### src/rtl/fetch_unit_if.sv
// Fetch-side bundle: the address/data path to the instruction memory plus decode handshake and control.
interface fetch_unit_if #(
  parameter int WIDTH = 16
);
  logic [WIDTH-1:0] pc;
  logic [WIDTH-1:0] instruction;
  logic             stall;
  logic             halt;
  logic             redirect;
  logic [WIDTH-1:0] redirect_pc;
  logic [WIDTH-1:0] inst_out;
  logic [WIDTH-1:0] inst_pc;
  logic             inst_valid;

  modport master (
    input  instruction, stall, halt, redirect, redirect_pc,
    output pc, inst_out, inst_pc, inst_valid
  );

  modport slave (
    output instruction, stall, halt, redirect, redirect_pc,
    input  pc, inst_out, inst_pc, inst_valid
  );
endinterface

### src/rtl/fetch_unit.sv
// Instruction fetch: pc register, one-cycle memory response slot, one-entry skid buffer and
// output register to decode, with redirect flush and halt that only stops new issue.
module fetch_unit #(
  parameter int               WIDTH    = 16,
  parameter logic [WIDTH-1:0] RESET_PC = '0
) (
  input logic           clk,
  input logic           rst_n,
  fetch_unit_if.master  bus
);

  logic [WIDTH-1:0] pc_q, pc_d;
  logic             rsp_valid_q, rsp_valid_d;
  logic [WIDTH-1:0] rsp_pc_q, rsp_pc_d;
  logic             skid_valid_q, skid_valid_d;
  logic [WIDTH-1:0] skid_inst_q, skid_inst_d;
  logic [WIDTH-1:0] skid_pc_q, skid_pc_d;
  logic             out_valid_q, out_valid_d;
  logic [WIDTH-1:0] out_inst_q, out_inst_d;
  logic [WIDTH-1:0] out_pc_q, out_pc_d;
  logic             issue;
  logic             out_free;

  always_comb begin
    pc_d         = pc_q;
    rsp_valid_d  = rsp_valid_q;
    rsp_pc_d     = rsp_pc_q;
    skid_valid_d = skid_valid_q;
    skid_inst_d  = skid_inst_q;
    skid_pc_d    = skid_pc_q;
    out_valid_d  = out_valid_q;
    out_inst_d   = out_inst_q;
    out_pc_d     = out_pc_q;

    // A response in flight while the output is held must have somewhere to land next edge.
    issue    = !bus.halt && !skid_valid_q && !(out_valid_q && bus.stall && rsp_valid_q);
    out_free = !out_valid_q || !bus.stall;

    if (bus.redirect) begin
      pc_d         = bus.redirect_pc;
      rsp_valid_d  = 1'b0;
      skid_valid_d = 1'b0;
      out_valid_d  = 1'b0;
    end else begin
      if (issue) begin
        rsp_valid_d = 1'b1;
        rsp_pc_d    = pc_q;
        pc_d        = pc_q + WIDTH'(1);
      end else begin
        rsp_valid_d = 1'b0;
      end

      if (out_free) begin
        if (skid_valid_q) begin
          out_valid_d  = 1'b1;
          out_inst_d   = skid_inst_q;
          out_pc_d     = skid_pc_q;
          skid_valid_d = 1'b0;
        end else if (rsp_valid_q) begin
          out_valid_d = 1'b1;
          out_inst_d  = bus.instruction;
          out_pc_d    = rsp_pc_q;
        end else begin
          out_valid_d = 1'b0;
        end
      end

      // Memory data is only valid for this one cycle, so anything not taken by the output goes to skid.
      if (rsp_valid_q && (!out_free || skid_valid_q)) begin
        skid_valid_d = 1'b1;
        skid_inst_d  = bus.instruction;
        skid_pc_d    = rsp_pc_q;
      end
    end
  end

  always_ff @(posedge clk or negedge rst_n) begin
    if (!rst_n) begin
      pc_q         <= RESET_PC;
      rsp_valid_q  <= 1'b0;
      rsp_pc_q     <= '0;
      skid_valid_q <= 1'b0;
      skid_inst_q  <= '0;
      skid_pc_q    <= '0;
      out_valid_q  <= 1'b0;
      out_inst_q   <= '0;
      out_pc_q     <= '0;
    end else begin
      pc_q         <= pc_d;
      rsp_valid_q  <= rsp_valid_d;
      rsp_pc_q     <= rsp_pc_d;
      skid_valid_q <= skid_valid_d;
      skid_inst_q  <= skid_inst_d;
      skid_pc_q    <= skid_pc_d;
      out_valid_q  <= out_valid_d;
      out_inst_q   <= out_inst_d;
      out_pc_q     <= out_pc_d;
    end
  end

  assign bus.pc         = pc_q;
  assign bus.inst_out   = out_inst_q;
  assign bus.inst_pc    = out_pc_q;
  assign bus.inst_valid = out_valid_q;

endmodule

### src/flat_wrapper.sv
// flat-port wrapper written by rule: the top's interface ports become plain ports
module fetch_unit_flat 
#(
  parameter int               WIDTH    = 16,
  parameter logic [WIDTH-1:0] RESET_PC = '0
)
  (clk, rst_n, bus_instruction, bus_stall, bus_halt, bus_redirect, bus_redirect_pc, bus_pc, bus_inst_out, bus_inst_pc, bus_inst_valid);
  fetch_unit_if #(.WIDTH(WIDTH)) bus_i ();
  input logic clk;
  input logic rst_n;
  input wire logic [$bits(bus_i.instruction)-1:0] bus_instruction;
  input wire logic [$bits(bus_i.stall)-1:0] bus_stall;
  input wire logic [$bits(bus_i.halt)-1:0] bus_halt;
  input wire logic [$bits(bus_i.redirect)-1:0] bus_redirect;
  input wire logic [$bits(bus_i.redirect_pc)-1:0] bus_redirect_pc;
  output wire logic [$bits(bus_i.pc)-1:0] bus_pc;
  output wire logic [$bits(bus_i.inst_out)-1:0] bus_inst_out;
  output wire logic [$bits(bus_i.inst_pc)-1:0] bus_inst_pc;
  output wire logic [$bits(bus_i.inst_valid)-1:0] bus_inst_valid;
  assign bus_i.instruction = bus_instruction;
  assign bus_i.stall = bus_stall;
  assign bus_i.halt = bus_halt;
  assign bus_i.redirect = bus_redirect;
  assign bus_i.redirect_pc = bus_redirect_pc;
  assign bus_pc = bus_i.pc;
  assign bus_inst_out = bus_i.inst_out;
  assign bus_inst_pc = bus_i.inst_pc;
  assign bus_inst_valid = bus_i.inst_valid;
  fetch_unit #(.WIDTH(WIDTH), .RESET_PC(RESET_PC)) u_core (.clk(clk), .rst_n(rst_n), .bus(bus_i));
endmodule
### config.mk
export PLATFORM = sky130hd
export DESIGN_NAME = fetch_unit_flat
export DESIGN_NICKNAME = d
export VERILOG_FILES = /design/src/rtl/fetch_unit_if.sv /design/src/rtl/fetch_unit.sv /design/src/flat_wrapper.sv
export SDC_FILE = /design/constraint.sdc
export NUM_CORES = 1
export LEC_CHECK = 0
export ABC_CLOCK_PERIOD_IN_PS = 2500
export BUFFER_PORTS_ARGS = -buffer_cell sky130_fd_sc_hd__buf_2
export CAP_MARGIN = 20
export CORE_MARGIN = 1.5
export CORE_UTILIZATION = 57
export CTS_BUF_LIST = sky130_fd_sc_hd__clkbuf_2
export DETAILED_ROUTE_END_ITERATION = 8
export MAX_ROUTING_LAYER = met4
export PLACE_DENSITY = 0.82
export SLEW_MARGIN = 0
export SYNTH_ARGS = -nofsm -noshare
export SYNTH_HDL_FRONTEND = slang
export SYNTH_SLANG_ARGS = --single-unit
### constraint.sdc
create_clock -name clk -period 2.5 [get_ports clk]
set_clock_uncertainty 0.15 [all_clocks]
set_input_delay 0.25 -clock clk [delete_from_list [all_inputs] [get_ports clk]]
set_output_delay 0.25 -clock clk [all_outputs]
set_load 0.01 [all_outputs]
# Word level (Yosys, flattened, before mapping)
# Index checks and enable logic that the tools add are counted.
# totals
ff_bits,99
inputBits,37
out_inout_bits,49
word_cells,46
# op_classes
addsub,1
mux,15
bitwise_logic,1
n_reduce_logical,20
# op_table
cell,count
$mux W16,6
$add A16 B1 Y16 const B,1
$mux W1,9
$logic_not A1 Y1,6
$reduce_bool A2 Y1,3
$logic_and A1 B1 Y1,5
$reduce_and A2 Y1,2
$reduce_and A3 Y1,1
$reduce_bool A3 Y1,1
$logic_or A1 B1 Y1,2
$not A1 Y1,1

# Longest topological paths before layout
# logic_depth
ltp_word,7
depth_mapped,6
mapped_depth_nobuf,5

# Worst setup path after synthesis
# Ideal clock, no wire load.
# synth_timing
path_type,reg-to-reg
from,"register u_core.out_valid_q, in the netlist u_core.bus.inst_valid"
to,"register u_core.pc_q[14], in the netlist u_core.bus.pc[14]"
setup_time_ns,0.082
arrival_time_ns,1.939
required_ns,2.268
setup_slack_ns,0.330
path_stages_with_launch,5
path_buffers,0
period_less_slack_ns,2.170
cell_sequence,dfrtp_1 a311o_1 or4_4 or4_1 a31oi_1
# synth_between
elab_chain_cells,5
# synth_lines
element,line_no,source
start: declaration,fetch_unit.sv:18,"logic out_valid_q, out_valid_d;"
start signal: assignment,fetch_unit.sv:95,out_valid_q <= out_valid_d;
$logic_and A1 B1 Y1 (2 in series),fetch_unit.sv:36,issue = !bus.halt && !skid_valid_q && !(out_valid_q && bus.stall && rsp_valid_q);
$logic_not A1 Y1,fetch_unit.sv:36,
$logic_and A1 B1 Y1,fetch_unit.sv:36,
$reduce_bool A2 Y1 (no line),-,
end signal: assignment,fetch_unit.sv:89,pc_q <= pc_d;
end: declaration,fetch_unit.sv:12,"logic [WIDTH-1:0] pc_q, pc_d;"
# No other way between the ends.
# A chain may end at the register's enable or synchronous reset.

# Worst setup path in the final report
# Ends and elaborated chain as after synthesis.

==> run_results.csv <==
group,metric,value,unit
status,status,"completed",
power_and_ir_drop,max-vdd-ir-drop,0.0003136,V
synth,synth-seq-cells,99,
synth,synthTopCellsByArea,"dfrtp_1 58%, mux2_2 13%, mux2i_1 7.9%",
finish,final_util,73.59,%
detailed_routing,ant_nets,0,
global_route,grt_pass1_vias,3018,
clock_tree,post-cts-setup-buffers,0,
synth,synth-simple-area-share,8.937,%
finish,antenna_cells,0,
synth,synth_top_family_by_area,"multiplexers",
power_and_ir_drop,p_leak,2.332,nW
power_and_ir_drop,total_power,3.726,mW
timing,setup_viol,0,
finish,final-instance-count-excl-fill,583,
synth,muxShareOfSynthArea,20.82,%
die,io_pins,86,
placed_design,place_congestion,0.8649,
finish,num-fill-cells,514,
clock_tree,clock_sinks,99,
global_route,grt_overflow,0,
global_route,antenna_found_initial,0,
timing,period_share,93.04,%
timing,fin_crit,2.326,ns
timing,hold_viol,0,
finish,area_delta_synth_final,24.59,%
power_and_ir_drop,pwr-share-clk,20.9,%
power_and_ir_drop,powerDensity,698.1,nW/um^2
synth,avgSynthCellArea,11.97,sq um
synth,yosys_warnings,0,
clock_tree,ctsResizeCount,0,
timing,fin_tns_setup,0,ns
placed_design,place_hpwl,6062,um
synth,synthXorXnorAreaFrac,1.840,%
die,die_x,89.70,um
worst_setup_path,path_cells,"a311o_1, or4_4, or4_1, a31oi_1",
clock_tree,clock_path_buffers,2,
synth,synth_top_cell_by_area,"dfrtp_1",
power_and_ir_drop,p_sw_share,30.82,%
synth,ys_seq_area_share,57.83,%
clock_tree,cts.clk_slew.worst_paths,0.26,ns
synth,synth_fa_ha_area_share,0.5257,%
die,die_area,8045,sq um
worst_setup_path,slowest_delay,0.56,ns
worst_setup_path,path_class,"reg2reg",
timing,clock.fmax,429.9,MHz
clock_tree,cts_max_level,3,
detailed_routing,routed_via_density,5.348,
timing,relSlewSlack,53.89,%
timing,slew_viol_final,0,
die,die_h,89.70,um
finish,drive_gt1_share,34.09,%
power_and_ir_drop,internal_power,2.578,mW
synth,synth_cell_types,36,
worst_setup_path,required,2.84,ns
detailed_routing,vias,3118,
worst_setup_path,worstSetupStartpointType,"register",
detailed_routing,drt_iter0_drc,197,
die,core,7253,sq um
timing,worst_pin_slew,0.6917,ns
synth,synth_area,4284,sq um
detailed_routing,wire_per_inst,15.56,um
timing,rsz0062_at_grt,"no",
power_and_ir_drop,p_sw,1.148,mW
die,num_rows,31,
synth,synth-main-ff-cell,"dfrtp_1",
synth,synthArstFlopShare,100.0,%
detailed_routing,drc_errors,0,
clock_tree,cts_made_buffers,9,
die,initial_core_util,59.07,%
global_route,grt_max_degree,65,
global_route,grtUsageTotal,24.84,%
detailed_routing,wirelength,9072,um
synth,synth_compound_area_share,7.652,%
finish,num-nets-final,517,
synth,syn_inst,358,
synth,yosysMostFrequentCell,"dfrtp_1",
power_and_ir_drop,p_seq_share,57.2,%
synth,syn-num-nets,396,
global_route,grt_pass1_wl,14370,um
worst_setup_path,critical-path-slowest-cell,"or4_4",
synth,ys_top_cells_by_count,"99 x dfrtp_1, 49 x mux2_2, 39 x nor2_1, 34 x a21oi_1, 34 x mux2i_1",
placed_design,placed_cells,532,
synth,yosysTopAreaCellShare,57.83,%
worst_setup_path,worst_setup_path_end_kind,"register",
detailed_routing,firstDrtPassIters,4,
run,max-cap-violations,0,
clock_tree,cts_tree,"built",
synth,synth-edff-count,0,
power_and_ir_drop,power.combinational.fraction,21.9,%
worst_setup_path,cp.arrival,2.67,ns
clock_tree,root_buffer,"clkbuf_2",
placed_design,io_buffers,85,
timing,holdWs,0.08398,ns
worst_setup_path,path_max_fanout,7,
hold_path,hold_path.class,"in2reg",
clock_tree,worstSkewPairLatency,0.55,ns
==> layer usage <==
metal,GRT usage [%],wire [um]
met3,6.124,537
met5,-,0
met2,37.65,4411
met4,8.392,87
met1,32.97,4036
==> placed cells by master (no fill, tap or decap), types with 3 or more instances in the layout <==
| cell type | Yosys | routed |
|---|---|---|
| mux2_2 | 49 | 49 |
| buf_2 | 1 | 84 |
| nand2_1 | 15 | 15 |
| nand3_1 | 6 | 6 |
| xor2_1 | 3 | 3 |
| nor4_1 | 3 | 3 |
| dfrtp_1 | 99 | 98 |
| inv_1 | 6 | 6 |
| dlygate4sd3_1 | 0 | 35 |
| nor2_1 | 39 | 39 |
| clkbuf_2 | 0 | 9 |
| mux2i_1 | 34 | 34 |
| or3_1 | 3 | 3 |
| nand4_1 | 5 | 5 |
| xnor2_1 | 6 | 6 |
| o21ai_0 | 13 | 13 |
| a21oi_1 | 34 | 34 |
| a31oi_1 | 3 | 3 |
| buf_4 | 0 | 8 |
==> critical path, delay by kind of cell, from the launching register on <==
family	cells	cell delay, ns
and+or+nand+nor	2	0.97
DFF	1	0.52
AOI/OAI and AO/OA	2	0.62
==> repair_timing <==
| item | CTS | global route |
|---|---|---|
| setup endpoints to repair | 0 | 0 |
| hold endpoints to repair | 103 | 0 |
| hold buffers | 35 | 0 |
==> power by group through the flow <==
stage          clock [mW]  sequential, mW  combinational (mW)
2_1_floorplan           0            2.19               0.393
3_3_place_gp            0            2.14               0.741
3_5_place_dp            0            2.16               0.777
4_1_cts             0.794            2.13               0.823
5_1_grt             0.861            2.18               0.915
6_report            0.778            2.13               0.815
==> layout make-up <==
| type | instances | area, sq um | area share (%) |
|---|---|---|---|
| flip-flops and latches | 99 | 2479 | 46.44 |
| multi-input cells | 234 | 1720 | 32.23 |
| repair buffers | 129 | 870.8 | 16.32 |
| well taps | 99 | 123.9 | 2.321 |
| clock inverters | 7 | 76.32 | 1.430 |
| clock buffers | 9 | 45.04 | 0.8439 |
| inverters | 6 | 22.52 | 0.4219 |
==> registers in the layout (all words and copies together), names as in the netlist <==
| name | cells |
|---|---|
| u_core.bus.inst_pc | 16 |
| u_core.bus.pc | 16 |
| u_core.bus.inst_valid | 1 |
| u_core.skid_valid_q | 1 |
| u_core.bus.inst_out | 16 |
| u_core.rsp_valid_q | 1 |
| u_core.rsp_pc_q | 16 |
| u_core.skid_pc_q | 16 |
| u_core.skid_inst_q | 16 |
==> cells by family after synthesis <==
logic type,Yosys count
DFF,99
muxes,83
and+or+nand+nor,83
AOI/OAI and AO/OA,57
buffers and inverters,25
xor gates and xnor gates,9
adders and majority gates,2
==> final timing paths <==
check                                      start                endpoint  slack, ns  cells after the start
setup / recovery           u_core.bus.inst_valid       u_core.bus.pc[14]       0.17                      4
hold / removal                          bus_halt       u_core.bus.pc[12]       0.08                      5
setup reg to reg           u_core.bus.inst_valid       u_core.bus.pc[14]       0.17                      4
hold reg to reg             u_core.skid_pc_q[12]    u_core.skid_pc_q[12]       0.40                      1
max in group asynchronous                  rst_n   u_core.bus.inst_pc[0]       1.47                      3
min in group asynchronous                  rst_n  u_core.bus.inst_out[1]       0.09                      2
==> stage by stage <==
stage	instance area, sq um	setup WS, ns
2_1_floorplan	4284	0.3295
3_3_place_gp	4866	0.2728
3_5_place_dp	4866	0.2342
4_1_cts	5338	0.1626
5_1_grt	5338	0.1197
6_report	5338	0.1739
(Power assumes the default switching activity.)
